### config.mk
export PLATFORM = sky130hd
export DESIGN_NAME = hazard_ctrl
export DESIGN_NICKNAME = d
export VERILOG_FILES = /design/src/rtl/hazard_ctrl.sv
export SDC_FILE = /design/constraint.sdc
export NUM_CORES = 1
export LEC_CHECK = 0
export BUFFER_PORTS_ARGS = -buffer_cell sky130_fd_sc_hd__buf_2
export CORE_UTILIZATION = 45
export DETAILED_ROUTE_END_ITERATION = 10
export GPL_TIMING_DRIVEN = 0
export MAX_ROUTING_LAYER = met4
export PLACE_DENSITY = 0.71
export SYNTH_ARGS = -nofsm -noshare
export SYNTH_HDL_FRONTEND = slang
export SYNTH_SLANG_ARGS = --single-unit
### constraint.sdc
create_clock -name clk -period 4.5 [get_ports clk]
set_clock_uncertainty 0.2 [all_clocks]
set_input_delay 0.45 -clock clk [delete_from_list [all_inputs] [get_ports clk]]
set_output_delay 0.45 -clock clk [all_outputs]
set_load 0.01 [all_outputs]
### src/rtl/hazard_ctrl.sv
// hazard_ctrl: load-use / multiply / branch hazard control with registered forwarding selects.
// Defining HAZ_PERF_CNT_EN adds saturating stall_cnt_o and flush_cnt_o counters.
module hazard_ctrl #(
  parameter int MUL_LAT = 3,
  parameter int CNT_W   = 4
) (
  input  logic       clk,
  input  logic       reset_i,
  input  logic       id_valid_i,
  input  logic [4:0] id_rs1_i,
  input  logic [4:0] id_rs2_i,
  input  logic       id_use_rs1_i,
  input  logic       id_use_rs2_i,
  input  logic [4:0] id_rd_i,
  input  logic       id_reg_write_i,
  input  logic       id_mem_read_i,
  input  logic       id_mul_i,
  input  logic       ex_branch_taken_i,
  output logic       pc_stall_o,
  output logic       ifid_stall_o,
  output logic       ifid_flush_o,
  output logic       idex_bubble_o,
  output logic       idex_hold_o,
  output logic       exmem_bubble_o,
  output logic [1:0] fwd_a_o,
  output logic [1:0] fwd_b_o,
  output logic       busy_o
`ifdef HAZ_PERF_CNT_EN
  ,
  output logic [31:0] stall_cnt_o,
  output logic [15:0] flush_cnt_o
`endif
);
  typedef enum logic [1:0] {RUN, LD_STALL, MUL_WAIT} state_e;
  state_e           state_q, state_d;
  logic [CNT_W-1:0] cnt_q, cnt_d;
  logic [4:0]       ex_rd_q, ex_rd_d, mem_rd_q, mem_rd_d;
  logic             ex_we_q, ex_we_d, ex_ld_q, ex_ld_d, mem_we_q, mem_we_d;
  logic [1:0]       fwd_a_q, fwd_a_d, fwd_b_q, fwd_b_d;
  logic             hold, flush, load_use, issue;

  function automatic logic [1:0] fwd_sel(input logic [4:0] rs, input logic en);
    return (!en || rs == 5'd0) ? 2'b00 :
           (ex_we_q && ex_rd_q == rs) ? 2'b01 :
           (mem_we_q && mem_rd_q == rs) ? 2'b10 : 2'b00;
  endfunction

  // Flush is gated by reset so every control output is quiet while reset is asserted.
  always_comb begin
    hold           = state_q == MUL_WAIT;
    flush          = reset_i && ex_branch_taken_i && state_q == RUN;
    load_use       = !hold && !flush && id_valid_i && ex_ld_q && ex_we_q && ex_rd_q != 5'd0 &&
                     ((id_use_rs1_i && id_rs1_i == ex_rd_q) || (id_use_rs2_i && id_rs2_i == ex_rd_q));
    issue          = !hold && !flush && !load_use && id_valid_i;
    pc_stall_o     = hold || load_use;
    ifid_stall_o   = hold || load_use;
    ifid_flush_o   = flush;
    idex_bubble_o  = flush || load_use;
    idex_hold_o    = hold;
    exmem_bubble_o = hold;
    busy_o         = state_q != RUN;
    state_d        = hold ? (cnt_q == CNT_W'(1) ? RUN : MUL_WAIT) :
                     (issue && id_mul_i) ? MUL_WAIT : load_use ? LD_STALL : RUN;
    cnt_d          = hold ? cnt_q - CNT_W'(1) : (issue && id_mul_i) ? CNT_W'(MUL_LAT - 1) : '0;
    ex_rd_d        = hold ? ex_rd_q : issue ? id_rd_i : 5'd0;
    ex_we_d        = hold ? ex_we_q : issue && id_reg_write_i;
    ex_ld_d        = hold ? ex_ld_q : issue && id_mem_read_i;
    mem_rd_d       = ex_rd_q;
    mem_we_d       = ex_we_q && !hold;
    fwd_a_d        = hold ? fwd_a_q : issue ? fwd_sel(id_rs1_i, id_use_rs1_i) : 2'b00;
    fwd_b_d        = hold ? fwd_b_q : issue ? fwd_sel(id_rs2_i, id_use_rs2_i) : 2'b00;
  end

  always_ff @(posedge clk or negedge reset_i) begin
    if (!reset_i) begin
      state_q  <= RUN;
      cnt_q    <= '0;
      ex_rd_q  <= 5'd0;
      ex_we_q  <= 1'b0;
      ex_ld_q  <= 1'b0;
      mem_rd_q <= 5'd0;
      mem_we_q <= 1'b0;
      fwd_a_q  <= 2'b00;
      fwd_b_q  <= 2'b00;
    end else begin
      state_q  <= state_d;
      cnt_q    <= cnt_d;
      ex_rd_q  <= ex_rd_d;
      ex_we_q  <= ex_we_d;
      ex_ld_q  <= ex_ld_d;
      mem_rd_q <= mem_rd_d;
      mem_we_q <= mem_we_d;
      fwd_a_q  <= fwd_a_d;
      fwd_b_q  <= fwd_b_d;
    end
  end

  assign fwd_a_o = fwd_a_q;
  assign fwd_b_o = fwd_b_q;

`ifdef HAZ_PERF_CNT_EN
  logic [31:0] stall_cnt_q, stall_cnt_d;
  logic [15:0] flush_cnt_q, flush_cnt_d;

  always_comb begin
    stall_cnt_d = stall_cnt_q + {31'd0, pc_stall_o && stall_cnt_q != '1};
    flush_cnt_d = flush_cnt_q + {15'd0, ifid_flush_o && flush_cnt_q != '1};
  end

  always_ff @(posedge clk or negedge reset_i) begin
    if (!reset_i) begin
      stall_cnt_q <= '0;
      flush_cnt_q <= '0;
    end else begin
      stall_cnt_q <= stall_cnt_d;
      flush_cnt_q <= flush_cnt_d;
    end
  end

  assign stall_cnt_o = stall_cnt_q;
  assign flush_cnt_o = flush_cnt_q;
`endif
endmodule

======== Word-level counts from Yosys, hierarchy flattened ========
Index checks and enable logic that the tools add are counted.
storage, ports and cells
  register bits after elaboration ......... 23
  bits in latches ......................... 0
  bits in writable memories ............... 0
  memory bits (read-only) ................. 0
  input port bits ......................... 24
  output and inout bits ................... 11
  logic and storage cells ................. 68
  memories ................................ 0
operators by class
  $add $sub $neg .......................... 1
  multiply operators ...................... 0
  div/mod/pow operators ................... 0
  magnitude comparators ................... 0
  equal/unequal tests ..................... 8
  shift-type cells ........................ 0
  multiplexer cells ....................... 15
  bitwise operators ....................... 0
  reductions and logical operators ........ 35
operator list
  kind                 count
  $eq 5x5->1           6
  $mux 2               12
  $logic_and 1x1->1    20
  $logic_not 5->1      2
  $logic_not 1->1      5
  $logic_or 1x1->1     5
  $mux 5               1
  $reduce_bool 5->1    1
  $eq 4x1->1 const B   1
  $mux 4               1
  $sub 4x1->4 const B  1
  $eq 2x2->1 const B   1
  $logic_not 2->1      1
  $reduce_bool 2->1    1
  $mux 1               1

======== Logic depth before layout (Yosys ltp) ========
  depth in word-level cells ............... 15
  depth in mapped cells ................... 8
  mapped depth without buffers ............ 6

======== Least setup slack after synthesis ========
OpenSTA, ideal clock, no wires.
  path type ............................... register to output
  from .................................... register ex_rd_q[2]
  to ...................................... output pc_stall_o
  arrival time ............................ 1.588 ns
  data required time ...................... 3.850 ns
  path slack .............................. 2.262 ns
  cell stages (with the launch flop) ...... 6
  buffers on the path ..................... 1
  cell sequence ........................... dfrtp_1 or4_1 o211a_1 nand4_1 nand2_1 buf_4
between the ends
  cells in the longest elaborated chain, start to end .. 5
  elaborated cells between the ends (all ways) .. 9
  those cells by class .................... eq/ne (2); reduce/logical (7)
ends and longest elaborated chain
  element                   line  RTL
  start: declaration        37    logic [4:0] ex_rd_q, ex_rd_d, mem_rd_q, mem_rd_d;
  start signal: assignment  88    ex_rd_q <= ex_rd_d;
  $eq 5x5->1                53    ((id_use_rs1_i && id_rs1_i == ex_rd_q) || (id_use_rs2_i && id_rs2_i == ex_rd_q));
  $logic_and 1x1->1         53
  $logic_or 1x1->1          53
  $logic_and 1x1->1 (*)     52    load_use = !hold && !flush && id_valid_i && ex_ld_q && ex_we_q && ex_rd_q != 5'd0 &&
  $logic_or 1x1->1 (*)      -
  end: declaration          19    output logic pc_stall_o,
Mark *: on every way between the ends. The rest lies on a longest branch, timed or not.

======== Final worst setup path ========
  from .................................... input reset_i
  to ...................................... output pc_stall_o
between the ends
  cells in the longest elaborated chain, start to end .. 10
ends and longest elaborated chain
  element                         line  RTL
  start: declaration              8     input logic reset_i,
  $logic_and 1x1->1 (2 in a row)  51    flush = reset_i && ex_branch_taken_i && state_q == RUN;
  $logic_not 1->1                 52
  $logic_and 1x1->1 (6 in a row)  52
  $logic_or 1x1->1                55    pc_stall_o = hold || load_use;
Every way passes these cells.

==> flow_metrics.tcl <==
set metrics [dict create \
    status "finished, final reports clean" \
    row_count 18 \
    ys_seq_area_share_pct 47.1 \
    timing.final.crit_share_pct 63.7 \
    r2r_end "fwd_b_o[1]$_DFFE_PN0N_" \
    wl_per_cell_um 13.5 \
    final_cell_mix "buf_2, nand2_1, dfrtp_1, xnor2_1, nor2_1" \
    globalplace.congestion 0.866 \
    syn_nets 156 \
    netlist.area_leader.share_pct 47.1 \
    syn_inst 130 \
    setup_violations 0 \
    ff2ff_path_depth 4 \
    worst-path-max-fanout 24 \
    drt_wl_total_um 2690 \
    yosysUniqueCellTypes 26 \
    worstSetupPathType "in -> out" \
    cts_tree "done" \
    start_kind "primary input" \
    ys.flop_type "dfrtp_1" \
    area_growth_pct 20.0 \
    io_buffer_count 34 \
    syn_avg_cell_area_sq_um 9.40 \
    worstHoldPathCells 3 \
    routed-wl-met3_um 135 \
    die_h_um 54.1 \
    rsz0062_at_grt "false" \
    grt_overflow 0 \
    yosysWarnings 0 \
    hold_class "in -> reg" \
    slew_headroom_pct 65.1 \
    cpMaxStageDelayCell "dlygate4sd3_1" \
    htree_num_levels 1 \
    synth_area_leaders "dfrtp_1, xnor2_1, nand2_1" \
    end_kind "output pin" \
    cp.required_ps 3850 \
    min_period_ps 2860 \
    synth_top_area_cell "dfrtp_1" \
    avgViaCountPerCell 5.31 \
    drc 0 \
    cpMostUsedCell "buf_2" \
    initial_core_util_pct 48.5 \
    cp_cell_sequence "dlygate4sd3_1, buf_2, nand3_1, nand4_1, nand2_1, buf_4, buf_2" \
    grt_max_degree 25 \
    dp_hpwl_um 2110 \
    post_cts_resized 0 \
    final_common_cell "buf_2" \
    io_pins 35 \
    clkTransAtPathRegs_ps 120 \
    drt.antenna.violating_nets 0 \
    met2WireLength_um 1250 \
    clk_latency_ps 320 \
    tightestPinTransition_ps 524 \
    hold_viol_final 0 \
    async_flop_share_pct 100 \
    vias 1057 \
    fmax_mhz 349 \
    cts.path.max_buffers 2 \
    top_layer "met4" \
    p_leak_nw 0.725 \
    drt_iter0_markers 13 \
    die_area_sq_mm 0.00293 \
    drive_gt1_share_pct 26.0 \
    drt-pass1-iter-count 4 \
    grt_pass1_wl_um 4240 \
    hold_path_end "ex_rd_q[3]$_DFFE_PN0N_" \
    synth_edf_count 0 \
    finalSetupTns_ps 0 \
    hp-start "id_rd_i[3]" \
    layout.nets 196 \
    fin_util_pct 58.1 \
    setup.worst_path.start "reset_i" \
    ys_seq_elements 23 \
    r2r_slack_ps 2410 \
    numCtsBuffers 3 \
    critPathMaxStageDelay_ps 520 \
    synthesis.area_sq_mm 0.00122 \
    drv_cap 0 \
    vdd_ir_drop_max_v 0.000415 \
    reg2reg_from "ex_rd_q[2]$_DFFE_PN0N_" \
    worstPathArrival_ps 2210 \
    clockRootBuffer "clkbuf_4" \
    core_sq_mm 0.00252 \
    postPlaceCellArea_sq_mm 0.00143 \
    grt_pass1_vias 994 \
    clkSinkCount 23 \
    wl_met1_um 1240 \
    design_area_sq_mm 0.00147 \
    n_antenna_cell 0 \
    track_usage_pct 21.8 \
    die_w_um 54.1 \
    slew_violations 0 \
    antenna_found_initial 0 \
    p_per_area_mw_per_mm2 531 \
]
==> worst max-delay path: cells and delay by family <==
kind                   cells  cell delay [ps]
buffers and inverters      4             1230
AND/OR/NAND/NOR            3              530
==> Yosys cell counts (all sizes together) (3+ instances only) <==
cell type  number
inv             7
nand2          23
xnor2          20
buf             4
nor3            3
nand3           8
o21ai           8
dfrtp          23
nor2            9
a21oi           3
or4             3
==> report_power, final <==
group          internal (W)  switching (W)
clock network     0.0000347      0.0000626
registers          0.000272      0.0000710
logic              0.000161       0.000177
==> stage by stage <==
step | hold slack [ps] | setup slack [ps] | total power (W) | cells
after floorplan | -45.6 | 2260 | 0.000582 | 130
after global placement | 245 | 2060 | 0.000672 | 194
after detailed placement | 260 | 2040 | 0.000688 | 194
after CTS | 148 | 1590 | 0.000788 | 199
after global routing | 152 | 1390 | 0.000843 | 199
final | 160 | 1640 | 0.000778 | 199
==> registers in the layout, indices dropped and copies added, names as in the netlist <==
| register | count |
|---|---|
| ex_rd_q | 5 |
| mem_we_q | 1 |
| state_q | 2 |
| ex_we_q | 1 |
| fwd_a_o | 2 |
| cnt_q | 4 |
| fwd_b_o | 2 |
| ex_ld_q | 1 |
| mem_rd_q | 5 |
==> routing by layer <==
metal | global-route usage (%) | vias up
li1 | - | 515
met1 | 25.0 | 500
met2 | 34.1 | 35
met3 | 6.21 | 7
met4 | 11.5 | 0
met5 | - | -
==> worst max path at each step <==
stage	cells after the start	to	slack (ps)
2_1_floorplan	5	pc_stall_o	2260
3_3_place_gp	8	pc_stall_o	2060
3_5_place_dp	8	pc_stall_o	2040
4_1_cts	7	pc_stall_o	1590
5_1_grt	7	pc_stall_o	1390
6_report	7	pc_stall_o	1640
==> final cells by class <==
type	instances	area (sq um)
fillers	231	1060
multi-input cells	95	593
flip-flops and latches	23	576
repair buffers	35	180
well taps	30	37.5
plain buffers	5	27.5
clock buffers	4	26.3
inverters	7	26.3
==> logic make-up (layout without fill, tap and decap cells) <==
| family | after synthesis | count (layout) | synth area share [%] |
|---|---|---|---|
| AND/OR/NAND/NOR | 49 | 49 | 17.7 |
| buffers and inverters | 12 | 51 | 4.40 |
| XOR/XNOR | 22 | 22 | 15.8 |
| flip-flops | 23 | 23 | 47.1 |
| adder cells (fa/ha/maj) | 2 | 2 | 2.05 |
| AO/OA/AOI/OAI | 22 | 22 | 13.0 |
==> timing repair <==
action,CTS,global route
endpoints found under the hold margin,23,0
setup buffers,0,0
hold buffers,1,0
No activity file was read; power rests on OpenSTA's default activity.
